**src/rtl/priority_latch_shifter_if.sv**
```systemverilog
// Bus between the priority byte selector and priority_latch_shifter: hold-loop
// signals plus the 3-wire shift/latch outputs for the external register chain.
interface priority_latch_shifter_if #(
   parameter int unsigned DATA_WIDTH = 8
);
   logic [DATA_WIDTH-1:0] data_next;
   logic                  load_en;
   logic                  force_send;
   logic [DATA_WIDTH-1:0] data_held;
   logic                  sclk;
   logic                  sdata;
   logic                  slatch;
   logic                  busy;
   logic                  pending;

   modport master (
      output data_next, load_en, force_send,
      input  data_held, sclk, sdata, slatch, busy, pending
   );

   modport slave (
      input  data_next, load_en, force_send,
      output data_held, sclk, sdata, slatch, busy, pending
   );
endinterface

```
**src/rtl/priority_latch_shifter.sv**
```systemverilog
// Holds the priority selector's result and serialises each new value over sclk/sdata/slatch.
// Define PRIORITY_LATCH_PARITY_EN to append an even-parity bit after the payload.
module priority_latch_shifter #(
   parameter int unsigned DATA_WIDTH = 8,
   parameter int unsigned CLK_DIV    = 2,
   parameter bit          MSB_FIRST  = 1'b1
) (
   input logic                     clk,
   input logic                     rst,
   priority_latch_shifter_if.slave bus
);

`ifdef PRIORITY_LATCH_PARITY_EN
   localparam int unsigned FRAME_BITS = DATA_WIDTH + 1;
   localparam int unsigned CNT_W      = $clog2(DATA_WIDTH + 1);
`else
   localparam int unsigned FRAME_BITS = DATA_WIDTH;
   localparam int unsigned CNT_W      = (DATA_WIDTH > 1) ? $clog2(DATA_WIDTH) : 1;
`endif
   localparam logic [CNT_W-1:0] LAST_BIT = CNT_W'(FRAME_BITS - 1);
   localparam logic [3:0]       DIV_LAST = 4'(CLK_DIV - 1);

   typedef enum logic [1:0] {StIdle, StShiftLo, StShiftHi, StLatch} state_e;

   state_e                state_q;
   logic [DATA_WIDTH-1:0] data_held_q;
   logic [DATA_WIDTH-1:0] shadow_q;
   logic [CNT_W-1:0]      bit_cnt_q;
   logic [3:0]            div_cnt_q;
   logic                  sclk_q;
   logic                  sdata_q;
   logic                  slatch_q;
   logic                  busy_q;
   logic                  pending_q;

   logic set_pending;
   logic div_done;

   // Frame bit idx of value v; idx DATA_WIDTH is the parity slot when enabled.
   function automatic logic sel_bit(input logic [DATA_WIDTH-1:0] v,
                                    input logic [CNT_W-1:0] idx);
      logic b;
      b = 1'b0;
      for (int i = 0; i < int'(DATA_WIDTH); i++) begin
         if (idx == CNT_W'(i)) b = MSB_FIRST ? v[DATA_WIDTH-1-i] : v[i];
      end
`ifdef PRIORITY_LATCH_PARITY_EN
      if (idx == CNT_W'(DATA_WIDTH)) b = ^v;
`endif
      return b;
   endfunction

   // Compare against the held value, not the last value sent.
   assign set_pending = (bus.load_en && (bus.data_next != data_held_q)) || bus.force_send;
   assign div_done    = (div_cnt_q == DIV_LAST);

   always_ff @(posedge clk) begin
      if (rst) begin
         state_q     <= StIdle;
         data_held_q <= '0;
         shadow_q    <= '0;
         bit_cnt_q   <= '0;
         div_cnt_q   <= '0;
         sclk_q      <= 1'b0;
         sdata_q     <= 1'b0;
         slatch_q    <= 1'b0;
         busy_q      <= 1'b0;
         pending_q   <= 1'b0;
      end else begin
         if (bus.load_en) data_held_q <= bus.data_next;

         // A new set condition in the start cycle wins over the clear.
         if (set_pending) begin
            pending_q <= 1'b1;
         end else if ((state_q == StIdle) && pending_q) begin
            pending_q <= 1'b0;
         end

         unique case (state_q)
            StIdle: begin
               if (pending_q) begin
                  shadow_q  <= data_held_q;
                  bit_cnt_q <= '0;
                  div_cnt_q <= '0;
                  busy_q    <= 1'b1;
                  sclk_q    <= 1'b0;
                  sdata_q   <= sel_bit(data_held_q, '0);
                  state_q   <= StShiftLo;
               end
            end
            StShiftLo: begin
               if (div_done) begin
                  div_cnt_q <= '0;
                  sclk_q    <= 1'b1;
                  state_q   <= StShiftHi;
               end else begin
                  div_cnt_q <= div_cnt_q + 4'd1;
               end
            end
            StShiftHi: begin
               if (div_done) begin
                  div_cnt_q <= '0;
                  sclk_q    <= 1'b0;
                  if (bit_cnt_q == LAST_BIT) begin
                     sdata_q  <= 1'b0;
                     slatch_q <= 1'b1;
                     state_q  <= StLatch;
                  end else begin
                     bit_cnt_q <= bit_cnt_q + 1'b1;
                     sdata_q   <= sel_bit(shadow_q, bit_cnt_q + 1'b1);
                     state_q   <= StShiftLo;
                  end
               end else begin
                  div_cnt_q <= div_cnt_q + 4'd1;
               end
            end
            StLatch: begin
               if (div_done) begin
                  div_cnt_q <= '0;
                  slatch_q  <= 1'b0;
                  busy_q    <= 1'b0;
                  state_q   <= StIdle;
               end else begin
                  div_cnt_q <= div_cnt_q + 4'd1;
               end
            end
         endcase
      end
   end

   assign bus.data_held = data_held_q;
   assign bus.sclk      = sclk_q;
   assign bus.sdata     = sdata_q;
   assign bus.slatch    = slatch_q;
   assign bus.busy      = busy_q;
   assign bus.pending   = pending_q;

endmodule

```
**src/flat_wrapper.sv**
```systemverilog
// flat-port wrapper written by rule: the top's interface ports become plain ports
module priority_latch_shifter_flat 
#(
   parameter int unsigned DATA_WIDTH = 8,
   parameter int unsigned CLK_DIV    = 2,
   parameter bit          MSB_FIRST  = 1'b1
)
  (clk, rst, bus_data_next, bus_load_en, bus_force_send, bus_data_held, bus_sclk, bus_sdata, bus_slatch, bus_busy, bus_pending);
  priority_latch_shifter_if #(.DATA_WIDTH(DATA_WIDTH)) bus_i ();
  input logic clk;
  input logic rst;
  input wire logic [$bits(bus_i.data_next)-1:0] bus_data_next;
  input wire logic [$bits(bus_i.load_en)-1:0] bus_load_en;
  input wire logic [$bits(bus_i.force_send)-1:0] bus_force_send;
  output wire logic [$bits(bus_i.data_held)-1:0] bus_data_held;
  output wire logic [$bits(bus_i.sclk)-1:0] bus_sclk;
  output wire logic [$bits(bus_i.sdata)-1:0] bus_sdata;
  output wire logic [$bits(bus_i.slatch)-1:0] bus_slatch;
  output wire logic [$bits(bus_i.busy)-1:0] bus_busy;
  output wire logic [$bits(bus_i.pending)-1:0] bus_pending;
  assign bus_i.data_next = bus_data_next;
  assign bus_i.load_en = bus_load_en;
  assign bus_i.force_send = bus_force_send;
  assign bus_data_held = bus_i.data_held;
  assign bus_sclk = bus_i.sclk;
  assign bus_sdata = bus_i.sdata;
  assign bus_slatch = bus_i.slatch;
  assign bus_busy = bus_i.busy;
  assign bus_pending = bus_i.pending;
  priority_latch_shifter #(.DATA_WIDTH(DATA_WIDTH), .CLK_DIV(CLK_DIV), .MSB_FIRST(MSB_FIRST)) u_core (.clk(clk), .rst(rst), .bus(bus_i));
endmodule
```
**config.mk**
```make
export PLATFORM = sky130hd
export DESIGN_NAME = priority_latch_shifter_flat
export DESIGN_NICKNAME = d
export VERILOG_FILES = /design/src/rtl/priority_latch_shifter_if.sv /design/src/rtl/priority_latch_shifter.sv /design/src/flat_wrapper.sv
export SDC_FILE = /design/constraint.sdc
export NUM_CORES = 1
export LEC_CHECK = 0
export ABC_AREA = 1
export CAP_MARGIN = 20
export CORE_MARGIN = 5
export CORE_UTILIZATION = 55
export CTS_BUF_LIST = sky130_fd_sc_hd__clkbuf_8
export DETAILED_ROUTE_END_ITERATION = 12
export PLACE_DENSITY = 0.79
export SLEW_MARGIN = 25
export SYNTH_ARGS = -nofsm -noshare
export SYNTH_HDL_FRONTEND = slang
export SYNTH_SLANG_ARGS = --single-unit
```
**constraint.sdc**
```tcl
create_clock -name clk -period 3.6 [get_ports clk]
set_clock_uncertainty 0.05 [all_clocks]
set_input_delay 1.08 -clock clk [delete_from_list [all_inputs] [get_ports clk]]
set_output_delay 1.08 -clock clk [all_outputs]
set_load 0.01 [all_outputs]
```
# [Word level (Yosys, flattened, before mapping)]
# Cells that the tools add are included.
# W data, S select, Z words.
[op_classes] addsub=2 eq_ne=19 mux=36 n_reduce_logical=18
[ops] op="$mux W1" count=19
[ops] op="$reduce_and A4 Y1" count=4
[ops] op="$eq A3 B3 Y1 const B" count=5
[ops] op="$mux W2" count=5
[ops] op="$ne A2 B1 Y1 const B" count=5
[ops] op="$mux W3" count=3
[ops] op="$mux W4" count=2
[ops] op="$ne A8 B8 Y1" count=1
[ops] op="$pmux W2 S4" count=1
[ops] op="$pmux W4 S2" count=1
[ops] op="$reduce_bool A2 Y1" count=4
[ops] op="$eq A3 B2 Y1 const B" count=2
[ops] op="$pmux W1 S2" count=3
[ops] op="$pmux W3 S2" count=1
[ops] op="$reduce_and A3 Y1" count=2
[ops] op="$add A4 B1 Y4 const B" count=1
[ops] op="$eq A2 B2 Y1 const B" count=2
[ops] op="$eq A4 B1 Y1 const B" count=1
[ops] op="$add A3 B1 Y3 const B" count=1
[ops] op="$eq A3 B1 Y1 const B" count=1
[ops] op="$logic_not A3 Y1" count=1
[ops] op="$pmux W1 S3" count=1
[ops] op="$reduce_bool A3 Y1" count=1
[ops] op="$reduce_or A3 Y1" count=1
[ops] op="other kinds (6)" count=7
[word_totals] regBits=30 inputBits=12 output_inout_bits=13 wordCells=85

# [Longest topological paths before layout]
# Gate-level depths: netlist of the first run.
[logic_depth] ltp_word=13 mapped_depth=10 ltp_nobuf=10

# [Least setup slack after synthesis of the first run]
# OpenSTA, ideal clock, no wires.
[synth_path] path_kind="input to register" from="in rst" to="reg u_core.shadow_q[1]" setup_time_ns=0.070 arrival_ns=1.619 required_ns=3.480 slack_ns=1.861 cell_stages=4 path_buffers=1 path_cell_list="inv_1 > clkbuf_1 > o21ai_0 > a21oi_1"
[synth_rtl] item="from (decl)" line="flat_wrapper.sv:11" source="input logic rst;"
[synth_rtl] item="to (signal assigned)" line="priority_latch_shifter.sv:82" source="shadow_q <= data_held_q;"
[synth_rtl] item="to (decl)" line="priority_latch_shifter.sv:27" source="logic [DATA_WIDTH-1:0] shadow_q;"

# [Worst setup path in the final report of the first run]
[layout_path] from="reg u_core.data_held_q[7] (netlist: u_core.bus.data_held[7])" to="out bus_data_held[7]"
[layout_rtl] item="from (decl)" line="priority_latch_shifter.sv:26" source="logic [DATA_WIDTH-1:0] data_held_q;"
[layout_rtl] item="from (signal assigned)" line="priority_latch_shifter.sv:70" source="if (bus.load_en) data_held_q <= bus.data_next;"
[layout_rtl] item="to (decl)" line="flat_wrapper.sv:15" source="output wire logic [$bits(bus_i.data_held)-1:0] bus_data_held;"
# No word-level cell between the ends.

==> results of run 1 <==
-- through the flow --
stage,total power [W],cell area [µm²],hold WS (ns)
global route,0.00116,1830,0.432
floorplan,0.000720,1490,0.379
finish,0.00107,1830,0.402
global placement,0.000814,1760,0.391
CTS,0.00108,1830,0.407
detailed placement,0.000827,1760,0.398
-- cells in the mapped netlist (all sizes together), types with 3 or more instances --
cell type | instances | area (µm²)
a21oi | 25 | 129
clkbuf | 3 | 11.3
dfxtp | 30 | 601
ha | 8 | 100
inv | 31 | 116
nand2 | 47 | 189
nand3 | 9 | 50.1
nor2 | 23 | 88.8
o21ai | 22 | 114
xnor2 | 6 | 52.6
-- cell families (layout without fill, tap and decap cells) --
family	after synthesis	in the layout	synth area share, %
compound gates	51	51	18.2
xor+xnor	7	7	4.10
fa+ha+maj	8	8	6.70
buf+inv	35	62	8.88
flops	30	30	40.2
simple gates	79	79	21.9
-- worst min-delay path, stage by stage, from the launching register on --
cell,delay [ns]
dfxtp_1,0.30
inv_1,0.06
a21oi_1,0.05
-- how the worst min path moves through the flow --
stage | start | end | slack [ns] | depth (start not counted)
floorplan | u_core.shadow_q[6] | u_core.shadow_q[6] | 0.38 | 2
global placement | u_core.shadow_q[6] | u_core.shadow_q[6] | 0.39 | 2
detailed placement | u_core.shadow_q[1] | u_core.shadow_q[1] | 0.40 | 2
CTS | u_core.shadow_q[1] | u_core.shadow_q[1] | 0.41 | 2
global route | u_core.shadow_q[2] | u_core.shadow_q[2] | 0.43 | 2
finish | u_core.shadow_q[2] | u_core.shadow_q[2] | 0.40 | 2
-- layout make-up --
class / count / area (µm²)
timing repair buffer: 24 / 240
fill: 221 / 711
inverter: 31 / 116
sequential: 30 / 601
multi-input combinational: 145 / 761
clock buffer: 5 / 68.8
tap: 30 / 37.5
clock inverter: 2 / 10.0
-- power groups by stage --
stage | combinational (W) | sequential, W | clock [W]
after floorplan | 0.000274 | 0.000446 | 0
after global placement | 0.000369 | 0.000445 | 0
after detailed placement | 0.000380 | 0.000448 | 0
after CTS | 0.000383 | 0.000441 | 0.000255
after global routing | 0.000436 | 0.000448 | 0.000271
final | 0.000379 | 0.000442 | 0.000249
-- flip-flops by register name (all words and copies together), names as in the netlist --
signal	cells
u_core.bus.data_held	8
u_core.shadow_q	8
u_core.div_cnt_q	4
u_core.bit_cnt_q	3
u_core.state_q	2
u_core.bus.busy	1
u_core.bus.pending	1
u_core.bus.sclk	1
u_core.bus.sdata	1
u_core.bus.slatch	1
-- layer usage --
metal,wire length [µm],share of wire (%)
met1,1300,41
met2,1550,50
met3,186,5.9
met4,93,3.0
met5,0,0
==> reports/results.txt, run 1 <==
Worst R2R Path Depth: 9
# rows: 18
Via density: 5.20
# placed instances: 260
Synth Net Count: 230
Layout cells sized above 1: 8.44%
Worst-path fanout max: 5
# setup viols final: 0
Worst reg2reg path endpoint: u_core.bus.sdata
Sw Pwr: 0.000397 W
Worst EP required: 2.47 ns
Worst setup margin: 1.18 ns
Number of flops mapped to enable cells by yosys: 0
Synthesis-stage register bit count: 30
Ys Warns: 0
Routed wire per std cell: 11.7 µm
Total GRT Usage: 17.5%
Met2 global-route usage: 32.0%
First-pass GRT wire length: 5420 µm
RSZ-0062 raised after global routing: false
Family with the most delay on the worst path: buffers and inverters
Max frequency: 0.413 GHz
Worst slew margin: 67.9%
Unique masters post-synth: 23
Die area: 0.00386 mm²
WS Path Type: flip-flop to output pin
Vias in the first global route: 1396
Worst vdd ir: 0.519 mV
TritonCTS clock tree: done
Critical Path Max Stage Delay: 0.58 ns
Leak Pwr: 0.809 nW
P&R area growth vs syn: 22.8%
Post-CTS Setup Bufs: 0
WP depth: 1
RR Startpoint: u_core.bit_cnt_q[0]
Post-CTS sizing: 0
Final ANT Viol Nets: 0
Worst path bufs/invs: 1
Final hold violation count: 0
Reg power frac: 41.3%
Max clock buf depth: 2
Post-CTS Hold Buffers: 0
Critical path origin: u_core.bus.data_held[7]
Final nets: 257
Syn Area/Cell: 7.11 µm²
GPL Wtd Cong: 0.837
Register area share after synthesis: 40.2%
DRC violation count after routing: 0
GRT overflow: 0
TritonCTS Sinks: 30
Status: finished, final reports clean
Final Core Density: 72.1%
Critical path arrival: 1.29 ns
Diode count: 0
Max cap viols: 0
CP cell instances: clkdlybuf4s50_1
Crit. End Element: output pin
Core ar.: 0.00254 mm²
Internal: 0.000673 W
Worst hold path type: flip-flop to flip-flop
Final non-filler cell total: 267
Critical path endpoint: bus_data_held[7]
DR pass1 iterations: 4
Reg clk slew, reported paths: 0.06 ns
Clk pwr share: 23.3%
Shortest period the worst path allows: 2.42 ns
Mapped Cells: 210
Buffers on Ports: 24
Setup crit start kind: flip-flop
Post-route setup TNS: 0 ns
Post-synth ARST share: 0%
Most Crowded Layer GR: met2
Skew-Pair Late Insertion Delay: 0.28 ns
Total number of vias: 1389
Worst slack at placement: 0.948 ns
IO Pins: 25
Pwr per Cell Area: 583 mW/mm²
Dpl hpwl: 2310 µm
Worst R2R Setup Slack: 2.06 ns
Slowest cell on crit path: clkdlybuf4s50_1
Cts bufs inserted: 5
H-tree levels: 2
Worst Tran Pin Value: 0.480 ns
Largest net degree at the start of global routing: 19
Commonest cells after routing, fill and taps aside: nand2_1 (42), dfxtp_1 (30), inv_1 (27)
Netlist Area Pre-Place: 0.00149 mm²
Die X-Extent: 62.1 µm
Antenna violations before repair: 0
Chip height: 62.1 µm
DR iter-0 viols: 33
Fin crit share: 67.2%
M1 GR Usage: 16.0%
Switching share of total power: 37.1%
Commonest non-fill, non-tap cell in the layout: nand2_1
Clock Tree Root: clkbuf_8
Slew Limit Fails: 0
Drt total wl: 3130 µm
Comb pwr share: 35.4%
Initial Utilization: 58.7%
Most used DFF post-synth: dfxtp_1
Routing usage on met3: 6.29%
Note: power is estimated with default switching activity, not from simulation.
==> run 2: changes to the inputs <==
- CORE_UTILIZATION: 55 -> 54
- PLACE_DENSITY: 0.79 -> 0.78
- clock period: 3.6 -> 2.3 ns (I/O delays scaled with it)
==> reports/results.txt, run 2 (synthesis results as in run 1) <==
TritonCTS Sinks: 30 (unchanged)
Reg power frac: 40.1% (was 41.3%)
Layout cells sized above 1: 9.21% (was 8.44%)
Worst path bufs/invs: 1 (unchanged)
Fin crit share: 87.5%
Reg clk slew, reported paths: 0.06 ns (about the same)
Critical Path Max Stage Delay: 0.58 ns (about the same)
Worst Tran Pin Value: 0.422 ns (was 0.480 ns)
Diode count: 0 (unchanged)
Largest net degree at the start of global routing: 19 (unchanged)
Worst slack at placement: 0.402 ns (was 0.948 ns)
Chip height: 62.6 µm (was 62.1 µm)
Family with the most delay on the worst path: buffers and inverters (unchanged)
Hold EP: u_core.shadow_q[2] (unchanged)
Design area: 0.00186 mm² (was 0.00183 mm²)
Core ar.: 0.00271 mm² (was 0.00254 mm²)
H-tree levels: 2 (unchanged)
Critical path origin: u_core.bus.data_held[7] (unchanged)
DRC violation count after routing: 0 (unchanged)
Worst R2R Path Depth: 9 (unchanged)
# placed instances: 262 (was 260)
CP cell instances: clkdlybuf4s50_1 (unchanged)
Final nets: 258 (was 257)
Dpl hpwl: 2200 µm (was 2310 µm)
Clk pwr share: 25.6% (was 23.3%)
Setup crit start kind: flip-flop (unchanged)
Via density: 4.97 (was 5.20)
P&R area growth vs syn: 24.5% (was 22.8%)
Commonest non-fill, non-tap cell in the layout: nand2_1 (unchanged)
# rows: 19 (was 18)
Total number of vias: 1342 (was 1389)
Initial Utilization: 55.1% (was 58.7%)
GPL Wtd Cong: 0.827 (was 0.837)
GRT overflow: 0 (unchanged)
Switching share of total power: 37.1% (about the same)
Die X-Extent: 62.6 µm (was 62.1 µm)
Worst reg2reg path endpoint: u_core.bus.sdata (unchanged)
Dpl cell area: 0.00176 mm² (about the same)
Drt total wl: 3150 µm (was 3130 µm)
Worst-path fanout max: 5 (unchanged)
Sw Pwr: 0.000643 W (was 0.000397 W)
Leak Pwr: 0.817 nW (was 0.809 nW)
Worst EP required: 1.56 ns (was 2.47 ns)
Max clock buf depth: 2 (unchanged)
RR Startpoint: u_core.bit_cnt_q[0] (unchanged)
Vias in the first global route: 1274 (was 1396)
TritonCTS clock tree: done (unchanged)
Commonest cells after routing, fill and taps aside: nand2_1 (42), dfxtp_1 (30), inv_1 (27) (unchanged)
IO Pins: 25 (unchanged)
DR pass1 iterations: 4 (unchanged)
Total GRT Usage: 17.6% (was 17.5%)
Worst setup margin: 0.288 ns (was 1.18 ns)
Crit. End Element: output pin (unchanged)
Post-route setup TNS: 0 ns (unchanged)
Worst hold path type: flip-flop to flip-flop (unchanged)
Routed wire per std cell: 11.7 µm (about the same)
Post-CTS Hold Buffers: 0 (unchanged)
DR iter-0 viols: 65 (was 33)
RSZ-0062 raised after global routing: false (unchanged)
# setup viols final: 0 (unchanged)
Final Core Density: 68.6% (was 72.1%)
Shortest period the worst path allows: 2.01 ns
Hold Path Depth: 2 (unchanged)
Status: finished, final reports clean (unchanged)
Comb pwr share: 34.3% (was 35.4%)
Worst R2R Setup Slack: 0.74 ns (was 2.06 ns)
Worst vdd ir: 0.787 mV (was 0.519 mV)
Buffers on Ports: 24 (unchanged)
Slew Limit Fails: 0 (unchanged)
WS Path Type: flip-flop to output pin (unchanged)
Post-CTS Setup Bufs: 0 (unchanged)
Post-CTS sizing: 0 (unchanged)
Final ANT Viol Nets: 0 (unchanged)
Pwr per Cell Area: 933 mW/mm² (was 583 mW/mm²)
Clock Tree Root: clkbuf_8 (unchanged)
Hold path startpoint: u_core.shadow_q[2] (unchanged)
Worst slew margin: 71.9% (was 67.9%)
First-pass GRT wire length: 5580 µm (was 5420 µm)
Max cap viols: 0 (unchanged)
Critical path arrival: 1.27 ns (was 1.29 ns)
Die area: 0.00392 mm² (was 0.00386 mm²)
Skew-Pair Late Insertion Delay: 0.28 ns (about the same)
Final hold violation count: 0 (unchanged)
Max frequency: 0.497 GHz
Slowest cell on crit path: clkdlybuf4s50_1 (unchanged)
Internal: 0.00109 W (was 0.000673 W)
Cts bufs inserted: 5 (unchanged)
Final non-filler cell total: 270 (was 267)
Antenna violations before repair: 0 (unchanged)
-- run 2: per-stage QoR --
step,hold slack [ns],total power (W)
finish,0.403,0.00173
global route,0.422,0.00188
CTS,0.407,0.00174
detailed placement,0.398,0.00130
global placement,0.394,0.00129
floorplan,0.379,0.00113
-- run 2: area by class of cell --
cell class	count	area (µm²)
Sequential cell	30	601
Tap cell	31	38.8
Timing Repair Buffer	25	248
Multi-Input combinational cell	145	761
Clock inverter	2	12.5
Inverter	31	116
Fill cell	235	851
Clock buffer	6	82.6
-- run 2: per-layer routing --
layer | GRT usage [%] | vias to the layer above | share of wire [%]
li1 | - | 726 | -
met1 | 21.9 | 588 | 48
met2 | 27.8 | 24 | 47
met3 | 3.96 | 4 | 3.6
met4 | 9.55 | 0 | 1.5
met5 | 0 | - | 0
-- run 2: power groups by stage --
stage | registers (W) | logic (W) | clock network, W
2_1_floorplan | 0.000698 | 0.000428 | 0
3_3_place_gp | 0.000703 | 0.000583 | 0
3_5_place_dp | 0.000706 | 0.000591 | 0
4_1_cts | 0.000694 | 0.000597 | 0.000448
5_1_grt | 0.000708 | 0.000693 | 0.000478
6_report | 0.000696 | 0.000595 | 0.000443
-- run 2: worst max-delay path by stage --
stage / end / slack [ns] / cells past startpoint
after floorplan: u_core.bus.sdata / 0.88 / 9
after global placement: u_core.bus.data_held[1] / 0.43 / 4
after detailed placement: u_core.shadow_q[1] / 0.40 / 4
after CTS: bus_data_held[7] / 0.26 / 1
after global routing: bus_data_held[7] / 0.22 / 1
final: bus_data_held[7] / 0.29 / 1
==> run 3: changes to the inputs <==
- RECOVER_POWER: unset -> 50
==> reports/results.txt, run 3 (synthesis results as in run 1) <==
Status: finished, final reports clean (unchanged)
Worst hold path type: flip-flop to flip-flop (unchanged)
Pwr per Cell Area: 929 mW/mm² (was 933 mW/mm²)
Post-CTS Hold Buffers: 0 (unchanged)
Via density: 4.97 (about the same)
Post-CTS sizing: 0 (unchanged)
Drt total wl: 3110 µm (was 3150 µm)
Design area: 0.00184 mm² (was 0.00186 mm²)
Reg clk slew, reported paths: 0.06 ns (about the same)
Fin crit share: 87.5% (about the same)
GRT overflow: 0 (unchanged)
P&R area growth vs syn: 23.5% (was 24.5%)
Reg area: 601 µm² (unchanged)
First-pass GRT wire length: 5580 µm (unchanged)
Worst vdd ir: 0.759 mV (was 0.787 mV)
# rows: 19 (unchanged)
# setup viols final: 0 (unchanged)
DR pass1 iterations: 4 (unchanged)
Setup crit start kind: flip-flop (unchanged)
Critical Path Max Stage Delay: 0.58 ns (about the same)
Routed wire per std cell: 11.5 µm (was 11.7 µm)
Worst path bufs/invs: 1 (unchanged)
DRC violation count after routing: 0 (unchanged)
CP cell instances: clkdlybuf4s50_1 (unchanged)
H-tree levels: 2 (unchanged)
Chip height: 62.6 µm (unchanged)
GPL Wtd Cong: 0.827 (unchanged)
Total number of vias: 1343 (was 1342)
Final ANT Viol Nets: 0 (unchanged)
Commonest cells after routing, fill and taps aside: nand2_1 (44), dfxtp_1 (30), inv_1 (27) (was nand2_1 (42), dfxtp_1 (30), inv_1 (27))
Worst R2R Path Depth: 9 (unchanged)
Worst slew margin: 62.9% (was 71.9%)
Diode count: 0 (unchanged)
Antenna violations before repair: 0 (unchanged)
Worst-path fanout max: 5 (unchanged)
Worst R2R Setup Slack: 0.74 ns (about the same)
Core ar.: 0.00271 mm² (unchanged)
WS Path Type: flip-flop to output pin (unchanged)
Max cap viols: 0 (unchanged)
Max clock buf depth: 2 (unchanged)
TritonCTS Sinks: 30 (unchanged)
Dpl cell area: 0.00176 mm² (unchanged)
Worst EP required: 1.56 ns (about the same)
Total GRT Usage: 17.6% (unchanged)
Largest net degree at the start of global routing: 19 (unchanged)
Critical path arrival: 1.27 ns (about the same)
RSZ-0062 raised after global routing: false (unchanged)
Layout fillers: 240 (was 235)
Dpl hpwl: 2200 µm (unchanged)
Hold Path Depth: 2 (unchanged)
Shortest period the worst path allows: 2.01 ns (about the same)
Family with the most delay on the worst path: buffers and inverters (unchanged)
Final nets: 258 (unchanged)
Die area: 0.00392 mm² (unchanged)
Layout cells sized above 1: 7.11% (was 9.21%)
Final hold violation count: 0 (unchanged)
Slowest cell on crit path: clkdlybuf4s50_1 (unchanged)
WP depth: 1 (unchanged)
TritonCTS clock tree: done (unchanged)
Total power: 0.00171 W (was 0.00173 W)
Hold slack: 0.402 ns (was 0.403 ns)
Clock Tree Root: clkbuf_8 (unchanged)
Max frequency: 0.497 GHz (about the same)
Buffers on Ports: 24 (unchanged)
Leak Pwr: 0.813 nW (was 0.817 nW)
Cts bufs inserted: 5 (unchanged)
Commonest non-fill, non-tap cell in the layout: nand2_1 (unchanged)
Worst Tran Pin Value: 0.556 ns (was 0.422 ns)
Die X-Extent: 62.6 µm (unchanged)
Post-CTS Setup Bufs: 0 (unchanged)
Initial Utilization: 55.1% (unchanged)
Crit. End Element: output pin (unchanged)
Skew-Pair Late Insertion Delay: 0.28 ns (about the same)
Area of the multi-input gates: 749 µm² (was 761 µm²)
Vias in the first global route: 1274 (unchanged)
IO Pins: 25 (unchanged)
DR iter-0 viols: 61 (was 65)
Worst setup margin: 0.288 ns (about the same)
Post-route setup TNS: 0 ns (unchanged)
Slew Limit Fails: 0 (unchanged)
Worst slack at placement: 0.402 ns (unchanged)
-- run 3: worst paths after layout --
| kind | startpoint | end |
|---|---|---|
| setup / recovery | u_core.bus.data_held[7] | bus_data_held[7] |
| hold / removal | u_core.shadow_q[2] | u_core.shadow_q[2] |
| setup reg to reg | u_core.bit_cnt_q[0] | u_core.bus.sdata |
| hold reg to reg | u_core.shadow_q[2] | u_core.shadow_q[2] |
-- run 3: layout make-up --
type / count / share of cell area, %
Clock inverter: 2 / 0.678
Clock buffer: 6 / 4.48
Tap cell: 31 / 2.10
Inverter: 31 / 6.31
Sequential cell: 30 / 32.6
Multi-Input combinational cell: 145 / 40.6
Timing Repair Buffer: 25 / 13.2
-- run 3: layer usage --
layer  wire length [µm]  track usage, %  share of wire [%]  up-vias
li1                   -               -                  -      726
met1               1490            21.9                 48      588
met2               1450            27.8                 47       25
met3                124            3.96                4.0        4
met4                 48            9.55                1.5        0
met5                  0               0                  0        -
-- run 3: power breakdown --
group | leakage (nW) | internal, W | switching [W]
sequential | 0.247 | 0.000614 | 0.0000778
clock | 0.0472 | 0.000240 | 0.000200
combinational | 0.519 | 0.000228 | 0.000354
total | 0.813 | 0.00108 | 0.000631
-- run 3: per-stage QoR --
step,cells,util (%)
floorplan,210,-
global placement,262,65.1
detailed placement,262,65.1
CTS,270,68.6
global route,270,68.1
finish,270,68.1
==> RTL edit: new RTL, config.mk and constraints of run 3 <==
`DATA_WIDTH` is set to 8 in 3 places; all go to 32.
--- a/src/rtl/priority_latch_shifter_if.sv
+++ b/src/rtl/priority_latch_shifter_if.sv
@@ -2,5 +2,5 @@
 // signals plus the 3-wire shift/latch outputs for the external register chain.
 interface priority_latch_shifter_if #(
-   parameter int unsigned DATA_WIDTH = 8
+   parameter int unsigned DATA_WIDTH = 32
 );
    logic [DATA_WIDTH-1:0] data_next;
--- a/src/rtl/priority_latch_shifter.sv
+++ b/src/rtl/priority_latch_shifter.sv
@@ -2,5 +2,5 @@
 // Define PRIORITY_LATCH_PARITY_EN to append an even-parity bit after the payload.
 module priority_latch_shifter #(
-   parameter int unsigned DATA_WIDTH = 8,
+   parameter int unsigned DATA_WIDTH = 32,
    parameter int unsigned CLK_DIV    = 2,
    parameter bit          MSB_FIRST  = 1'b1
--- a/src/flat_wrapper.sv
+++ b/src/flat_wrapper.sv
@@ -2,5 +2,5 @@
 module priority_latch_shifter_flat 
 #(
-   parameter int unsigned DATA_WIDTH = 8,
+   parameter int unsigned DATA_WIDTH = 32,
    parameter int unsigned CLK_DIV    = 2,
    parameter bit          MSB_FIRST  = 1'b1
Ports: changed (resized bus_data_held and bus_data_next); port bits go from 25 to 73. The function was not compared with the original's and may differ.
==> RTL edit against run 3 <==
The flow now finishes with violations (negative setup slack); count of clock-buffer cells in the layout is 4 higher; synthesized area grew to 2.7 times the old value; design area grew to 2.9 times the old value; sequential cell count is 50 higher; wire length grew to 3.6 times the old value; fmax is 36% lower; sequential share of layout area is 2.7 points lower; worst hold slack better by 0.014 ns; setup slack worse by 1.1 ns; power is 140% higher; utilization is 5.9 points higher; register-to-register slack worse by 1.6 ns; critical endpoint is now u_core.bus.sdata; largest cell class unchanged.
==> RTL edit: results <==
{
  "gp_congestion": 0.994,
  "worstHoldStart": "u_core.shadow_q[3]",
  "p_switching_uw": 1460,
  "p_leak_uw": 0.00220,
  "setup_ws_ns": -0.833,
  "clockPowerShare": 0.253,
  "drt-met1-wl_um": 5060,
  "synth-compound-area-share": 0.176,
  "tns_ns": -0.894,
  "cpLargestDelayFamily": "simple AND/OR/NAND/NOR gates",
  "syn_avg_cell_area_um2": 7.09,
  "num-nets-final": 721,
  "dp_hpwl_um": 8630,
  "slew_headroom": 0.432,
  "internal-power_uw": 2700,
  "path_class": "flip-flop to flip-flop",
  "whs_ns": 0.416,
  "grtUsageMet2": 0.374,
  "arrival_ns": 3.31,
  "crit_path_end": "u_core.bus.sdata",
  "cts_buffers": 9,
  "violations": "negative setup slack",
  "drive_above_1_share": 0.131,
  "dp_slack_ns": -0.772,
  "grt.met1_usage": 0.320,
  "setup_viol": 2,
  "synth_xor_area_frac": 0.0578,
  "ys_seq_area_frac": 0.394,
  "status": "finished, violations left",
  "worstPathMaxFanout": 7,
  "drt_iter0_drc": 218,
  "wl_met3_um": 862,
  "reg2reg_depth": 41,
  "synth_cell_types": 39
}
RTL edit: cell types whose count changed after synthesis, moves of 5 or more:
cell | before | now
nand4_1 | 0 | 11
nand2_1 | 42 | 72
inv_1 | 27 | 49
a21oi_1 | 24 | 40
nor3_1 | 0 | 12
nor2_1 | 22 | 123
ha_1 | 8 | 13
dfxtp_1 | 30 | 80
a41oi_1 | 0 | 5
o21ai_0 | 20 | 71
clkbuf_1 | 3 | 20
xnor2_1 | 6 | 24
RTL edit: worst min-delay path, delay by kind of cell (launching register included):
family	cells	cell delay [ns]
buffers and inverters	1	0.06
DFF	1	0.30
AOI/OAI and AO/OA	1	0.06
RTL edit: area by class of cell:
class | count | area (um2)
Timing Repair Buffer | 111 | 1020
Tap cell | 99 | 124
Clock buffer | 10 | 138
Inverter | 57 | 224
Sequential cell | 80 | 1610
Clock inverter | 6 | 66.3
Multi-Input combinational cell | 413 | 2210
Fill cell | 614 | 1900
